<file path="config.mk">
export PLATFORM = sky130hd
export DESIGN_NAME = reg_file_param_flat
export DESIGN_NICKNAME = d
export VERILOG_FILES = /design/src/rtl/reg_file_pkg.sv /design/src/rtl/reg_file_if.sv /design/src/rtl/reg_file_rd_port.sv /design/src/rtl/reg_file_param.sv /design/src/flat_wrapper.sv
export SDC_FILE = /design/constraint.sdc
export NUM_CORES = 1
export LEC_CHECK = 0
export ABC_AREA = 0
export BUFFER_PORTS_ARGS = -buffer_cell sky130_fd_sc_hd__clkbuf_2
export CORE_ASPECT_RATIO = 1.2
export CORE_UTILIZATION = 40
export DETAILED_ROUTE_END_ITERATION = 8
export GPL_ROUTABILITY_DRIVEN = 0
export GPL_TIMING_DRIVEN = 0
export PLACE_DENSITY_LB_ADDON = 0.1
export SETUP_SLACK_MARGIN = 0.02
export SLEW_MARGIN = 20
export SYNTH_ARGS = -nofsm -noshare
export SYNTH_HDL_FRONTEND = slang
export SYNTH_SLANG_ARGS = --single-unit
</file>
<file path="constraint.sdc">
create_clock -name clk -period 4.6 [get_ports clk]
set_input_delay 0.46 -clock clk [delete_from_list [all_inputs] [get_ports clk]]
set_output_delay 0.46 -clock clk [all_outputs]
set_load 0.05 [all_outputs]
</file>
<file path="src/rtl/reg_file_pkg.sv">
// reg_file_pkg: shared state encoding and default parameters for the register file.
package reg_file_pkg;
  typedef enum logic {INIT, RUN} state_t;
  localparam int DATA_W_DEF    = 32;
  localparam int ADDR_W_DEF    = 5;
  localparam int BYPASS_DEF    = 1;
  localparam int INIT_MODE_DEF = 1;
endpackage

</file>
<file path="src/rtl/reg_file_if.sv">
// reg_file_if: write port, two read ports and status of the register file.
interface reg_file_if import reg_file_pkg::*; #(
  parameter int DATA_W = DATA_W_DEF,
  parameter int ADDR_W = ADDR_W_DEF
) ();
  logic              WE;
  logic [ADDR_W-1:0] RW;
  logic [DATA_W-1:0] busW;
  logic [ADDR_W-1:0] RA;
  logic [ADDR_W-1:0] RB;
  logic [DATA_W-1:0] busA;
  logic [DATA_W-1:0] busB;
  logic              ready;
  logic              wr_drop;
  modport master (output WE, RW, busW, RA, RB, input busA, busB, ready, wr_drop);
  modport slave  (input WE, RW, busW, RA, RB, output busA, busB, ready, wr_drop);
endinterface

</file>
<file path="src/rtl/reg_file_rd_port.sv">
// reg_file_rd_port: asynchronous read port with zero register, ready gating and write forwarding.
module reg_file_rd_port import reg_file_pkg::*; #(
  parameter int DATA_W = DATA_W_DEF,
  parameter int ADDR_W = ADDR_W_DEF,
  parameter int BYPASS = BYPASS_DEF
) (
  input  logic [ADDR_W-1:0] ra_i,
  input  logic              ready_i,
  input  logic              we_i,
  input  logic [ADDR_W-1:0] rw_i,
  input  logic [DATA_W-1:0] busw_i,
  input  logic [DATA_W-1:0] mem_i,
  output logic [DATA_W-1:0] bus_o
);
  always_comb
    bus_o = (!ready_i || ra_i == '0) ? '0 :
            (BYPASS != 0 && we_i && rw_i == ra_i) ? busw_i : mem_i;
endmodule

</file>
<file path="src/rtl/reg_file_param.sv">
// reg_file_param: 2-read/1-write register file with zero entry and self-initialising INIT phase.
module reg_file_param import reg_file_pkg::*; #(
  parameter int DATA_W    = DATA_W_DEF,
  parameter int ADDR_W    = ADDR_W_DEF,
  parameter int BYPASS    = BYPASS_DEF,
  parameter int INIT_MODE = INIT_MODE_DEF
) (
  input logic      clk,
  input logic      rst_n,
  reg_file_if.slave bus
);
  localparam int DEPTH = 2**ADDR_W;
  state_t            state_q;
  logic [ADDR_W-1:0] init_ptr_q;
  logic              ready_q, wr_drop_q;
  logic [DATA_W-1:0] mem_q [1:DEPTH-1];
  logic              mem_we;
  logic [ADDR_W-1:0] mem_wa;
  logic [DATA_W-1:0] mem_wd, rd_a, rd_b;
  // INIT owns the write port; a reset cycle discards any write
  always_comb begin
    mem_we = rst_n && (state_q == INIT || (bus.WE && bus.RW != '0));
    mem_wa = state_q == INIT ? init_ptr_q : bus.RW;
    mem_wd = state_q == INIT ? (INIT_MODE != 0 ? DATA_W'(init_ptr_q) : '0) : bus.busW;
    rd_a   = bus.RA == '0 ? '0 : mem_q[bus.RA];
    rd_b   = bus.RB == '0 ? '0 : mem_q[bus.RB];
  end
  always_ff @(posedge clk)
    if (mem_we) mem_q[mem_wa] <= mem_wd;
  always_ff @(posedge clk)
    if (!rst_n) begin
      state_q    <= INIT;
      init_ptr_q <= ADDR_W'(1);
      ready_q    <= 1'b0;
      wr_drop_q  <= 1'b0;
    end else begin
      wr_drop_q <= state_q == INIT && bus.WE;
      if (state_q == INIT) begin
        init_ptr_q <= init_ptr_q + ADDR_W'(1);
        if (&init_ptr_q) begin
          state_q <= RUN;
          ready_q <= 1'b1;
        end
      end
    end
  assign bus.ready   = ready_q;
  assign bus.wr_drop = wr_drop_q;
  reg_file_rd_port #(.DATA_W(DATA_W), .ADDR_W(ADDR_W), .BYPASS(BYPASS)) u_rd_a (
    .ra_i(bus.RA), .ready_i(ready_q), .we_i(bus.WE), .rw_i(bus.RW),
    .busw_i(bus.busW), .mem_i(rd_a), .bus_o(bus.busA));
  reg_file_rd_port #(.DATA_W(DATA_W), .ADDR_W(ADDR_W), .BYPASS(BYPASS)) u_rd_b (
    .ra_i(bus.RB), .ready_i(ready_q), .we_i(bus.WE), .rw_i(bus.RW),
    .busw_i(bus.busW), .mem_i(rd_b), .bus_o(bus.busB));
endmodule
</file>
<file path="src/flat_wrapper.sv">
// flat-port wrapper written by rule: the top's interface ports become plain ports
module reg_file_param_flat import reg_file_pkg::*;
#(
  parameter int DATA_W    = DATA_W_DEF,
  parameter int ADDR_W    = ADDR_W_DEF,
  parameter int BYPASS    = BYPASS_DEF,
  parameter int INIT_MODE = INIT_MODE_DEF
)
  (clk, rst_n, bus_WE, bus_RW, bus_busW, bus_RA, bus_RB, bus_busA, bus_busB, bus_ready, bus_wr_drop);
  reg_file_if #(.DATA_W(DATA_W), .ADDR_W(ADDR_W)) bus_i ();
  input logic clk;
  input logic rst_n;
  input wire logic [$bits(bus_i.WE)-1:0] bus_WE;
  input wire logic [$bits(bus_i.RW)-1:0] bus_RW;
  input wire logic [$bits(bus_i.busW)-1:0] bus_busW;
  input wire logic [$bits(bus_i.RA)-1:0] bus_RA;
  input wire logic [$bits(bus_i.RB)-1:0] bus_RB;
  output wire logic [$bits(bus_i.busA)-1:0] bus_busA;
  output wire logic [$bits(bus_i.busB)-1:0] bus_busB;
  output wire logic [$bits(bus_i.ready)-1:0] bus_ready;
  output wire logic [$bits(bus_i.wr_drop)-1:0] bus_wr_drop;
  assign bus_i.WE = bus_WE;
  assign bus_i.RW = bus_RW;
  assign bus_i.busW = bus_busW;
  assign bus_i.RA = bus_RA;
  assign bus_i.RB = bus_RB;
  assign bus_busA = bus_i.busA;
  assign bus_busB = bus_i.busB;
  assign bus_ready = bus_i.ready;
  assign bus_wr_drop = bus_i.wr_drop;
  reg_file_param #(.DATA_W(DATA_W), .ADDR_W(ADDR_W), .BYPASS(BYPASS), .INIT_MODE(INIT_MODE)) u_core (.clk(clk), .rst_n(rst_n), .bus(bus_i));
endmodule
</file>
==> impl_metrics.tcl <==
set metrics [dict create \
    synthFlopType "edfxtp_1" \
    r2r-start "u_core.state_q" \
    grt_pass1_vias 30600 \
    dieArea_mm2 0.119 \
    grt-ovfl-total 0 \
    final_cell_mix "edfxtp_1, mux4_2, mux2i_1" \
    required_ns 4.14 \
    setup_violations 4 \
    post-place-cells 4291 \
    p_leak_uw 0.0190 \
    finalCritPeriodShare_pct 103 \
    htree_levels 3 \
    final.setup.worst_slack_ns -0.127 \
    first_pass_iters 5 \
    max_freq_mhz 212 \
    yosysSeqAreaShare_pct 63.4 \
    post_dp_cell_area_mm2 0.0516 \
    holdCritStartpoint "bus_WE" \
    antenna_found_initial 7 \
    synth_edf_count 992 \
    clock_sinks 1000 \
    period_needed_ns 4.73 \
    p_int_uw 15600 \
    synth_cells 2592 \
    drv_slew 0 \
    violations "negative setup slack" \
    cts_tree "done" \
    drt_iter0_markers 3741 \
    rsz0062_at_grt "yes" \
    core_area_mm2 0.117 \
    vias 29900 \
    multi_input_area_mm2 0.0165 \
    wirelength_mm 190 \
    syn-cell-area_mm2 0.0472 \
    clk-insertion-delay-late_ns 0.72 \
    drt-vias-per-instance 6.68 \
    drive_gt1_share_pct 32.3 \
    r2r-end "u_core.mem_q[23][9]" \
    end_kind "output port" \
    cp.arrival_ns 4.27 \
    port_buffers 109 \
    clkTransAtPathRegs_ns 0.06 \
    cts_made_buffers 104 \
    vdd_drop_max_mv 0.272 \
    synth_cell_type_count 59 \
    p_clk_share_pct 42.9 \
    grt_use_total_pct 31.9 \
    post_cts_buffers 0 \
    wl_per_cell_um 42.3 \
    regArea_mm2 0.0299 \
    initial_core_util_pct 40.5 \
    hold_viol 0 \
    root_buffer "clkbuf_16" \
    reg2regPathDepth 8 \
    final_common_cell "edfxtp_1" \
    final_cells 4484 \
    netSwitchingPower_uw 4800 \
    syn_area_per_cell_um2 18.2 \
    dpl.hpwl_mm 135 \
    io-pin-count 116 \
    cellPowerDensity_mw_per_mm2 371 \
    die_w_um 316 \
    fp.dieH_um 378 \
    clock-skew-final_ns 0.0261 \
    tightest_slew_ns 1.28 \
    critical_path_class "input port to output port" \
    p_seq_share_pct 48.9 \
    power_switching_share_pct 23.5 \
    relSlewSlack_pct 14.7 \
    hold_slack_ns 0.0408 \
    yosys_warnings 0 \
    drc 0 \
    combPwrFrac_pct 8.2 \
    ys_ff_latch 1000 \
    fin_nets 2920 \
    reg2reg_slack_ns 0.86 \
    syn_nets 2644 \
    max_cap_violations 0 \
    hold-path-endpoint "u_core.bus.wr_drop" \
    final_util_pct 47.2 \
    worstPathMaxFanout 10 \
    hold_depth 3 \
    start_kind "input port" \
    rows 137 \
    status "finished, violations left" \
    async_flop_share_pct 0 \
    grt_pass1_wl_mm 254 \
    areaGrowthSynthToFinish_pct 16.7 \
    cts.path.max_buffers 3 \
    fillers 9750 \
    grt_max_degree 32 \
    fin_area_mm2 0.0551 \
    holdBufCountCts 0 \
    drtAntennaViolNets 0 \
    hp-class "input port to register" \
]
==> area by class of cell <==
type	count	area share, %
Inverter	3	0.0204
Sequential cell	1000	54.3
Clock buffer	132	5.11
Clock inverter	60	1.17
Timing Repair Buffer	170	3.94
Multi-Input combinational cell	1374	29.9
Tap cell	1529	3.47
Antenna cell	1	0.00454
Buffer	215	2.07
==> registers in the layout, summed over array words and instances (netlist names) <==
signal and flops:
u_core.mem_q 992, u_core.init_ptr_q 5, u_core.bus.ready 1, u_core.bus.wr_drop 1, u_core.state_q 1
==> worst max-delay path by stage <==
stage	start	endpoint	slack, ns	cells after the start
floorplan	bus_RW[2]	u_core.mem_q[12][0]	1.52	6
global placement	u_core.state_q	u_core.mem_q[31][11]	-2.09	6
detailed placement	bus_RB[2]	bus_busB[21]	-0.43	9
CTS	bus_RB[1]	bus_busB[1]	0.03	10
global route	bus_RB[3]	bus_busB[1]	0.005	7
finish	bus_RB[1]	bus_busB[29]	-0.13	9
==> kinds of logic (layout without fill, tap and decap cells) <==
logic type / Yosys count / in the layout / synth area share, %
xor gates and xnor gates: 13 / 13 / 0.241
adders and majority gates: 2 / 2 / 0.0530
buffers and inverters: 218 / 580 / 2.34
AOI/OAI and AO/OA: 413 / 413 / 6.44
muxes: 610 / 610 / 24.1
and+or+nand+nor: 336 / 336 / 3.38
other: 0 / 1 / 0
DFF: 1000 / 1000 / 63.4
==> synth_stat cells (2+ instances only) <==
cell       count  area [um^2]
nand4_1        2         12.5
buf_2         64          320
o22ai_1       34          213
nand3b_1       2         15.0
a221oi_1      29          254
a22oi_1       53          398
mux2i_1      183         1830
dfxtp_1        8          160
mux2_2         4         45.0
mux4_2       423         9530
o211ai_1       2         15.0
buf_1          8         30.0
o221ai_1      18          158
a221oi_2      16          240
a221o_1       35          350
xnor2_1       12          105
nand2b_1      18          113
a2111oi_0     15          131
nand3_1       10         50.1
nand2_1       96          360
nor2b_1       47          294
inv_1          3         11.3
ha_1           2         25.0
a211oi_1      46          345
nor2_1       104          390
edfxtp_1     992        29800
nor3_1        11         55.1
buf_6         12          135
a22o_1        17          149
a21o_1         2         15.0
buf_4         28          210
o21ai_0        6         30.0
or2_1          2         12.5
and3_1         4         25.0
and2_1        32          200
clkbuf_1     102          383
a21oi_1      128          641
==> critical path, cell delays in order <==
cell and delay (ns):
clkbuf_2 0.33, buf_2 0.41, buf_2 0.48, buf_2 0.58
buf_2 0.61, a21oi_1 0.10, nor3_1 0.55, a22o_1 0.37
clkbuf_2 0.32
==> per-layer routing <==
| layer | global-route usage, % | wire (um) | vias up |
|---|---|---|---|
| met5 | 0.455 | 94 | - |
| met4 | 17.5 | 11100 | 6 |
| met3 | 7.71 | 18000 | 481 |
| met2 | 51.8 | 91500 | 1874 |
| met1 | 39.2 | 69000 | 16000 |
| li1 | - | - | 11600 |
==> power by group through the flow <==
stage / registers (uW) / clock network [uW] / logic [uW]
floorplan: 10200 / 0 / 920
global placement: 10200 / 0 / 1580
detailed placement: 10200 / 0 / 1640
CTS: 10000 / 8810 / 1650
global route: 10000 / 9140 / 1710
finish: 10000 / 8770 / 1670
==> stage by stage <==
stage	worst slack, ns	total power [uW]	TNS (ns)
floorplan	1.52	11100	0
global placement	-2.09	11800	-1145.17
detailed placement	-0.432	11800	-1.63
CTS	0.0307	20500	0
global route	0.00479	20800	0
finish	-0.127	20400	-0.266
==> what timing repair did <==
action / CTS / global route
pin swaps: 0 / 0
endpoints found under the setup margin: 11 / 8
cloned: 0 / 0
gates resized for setup: 10 / 16
(Power assumes the default switching activity.)
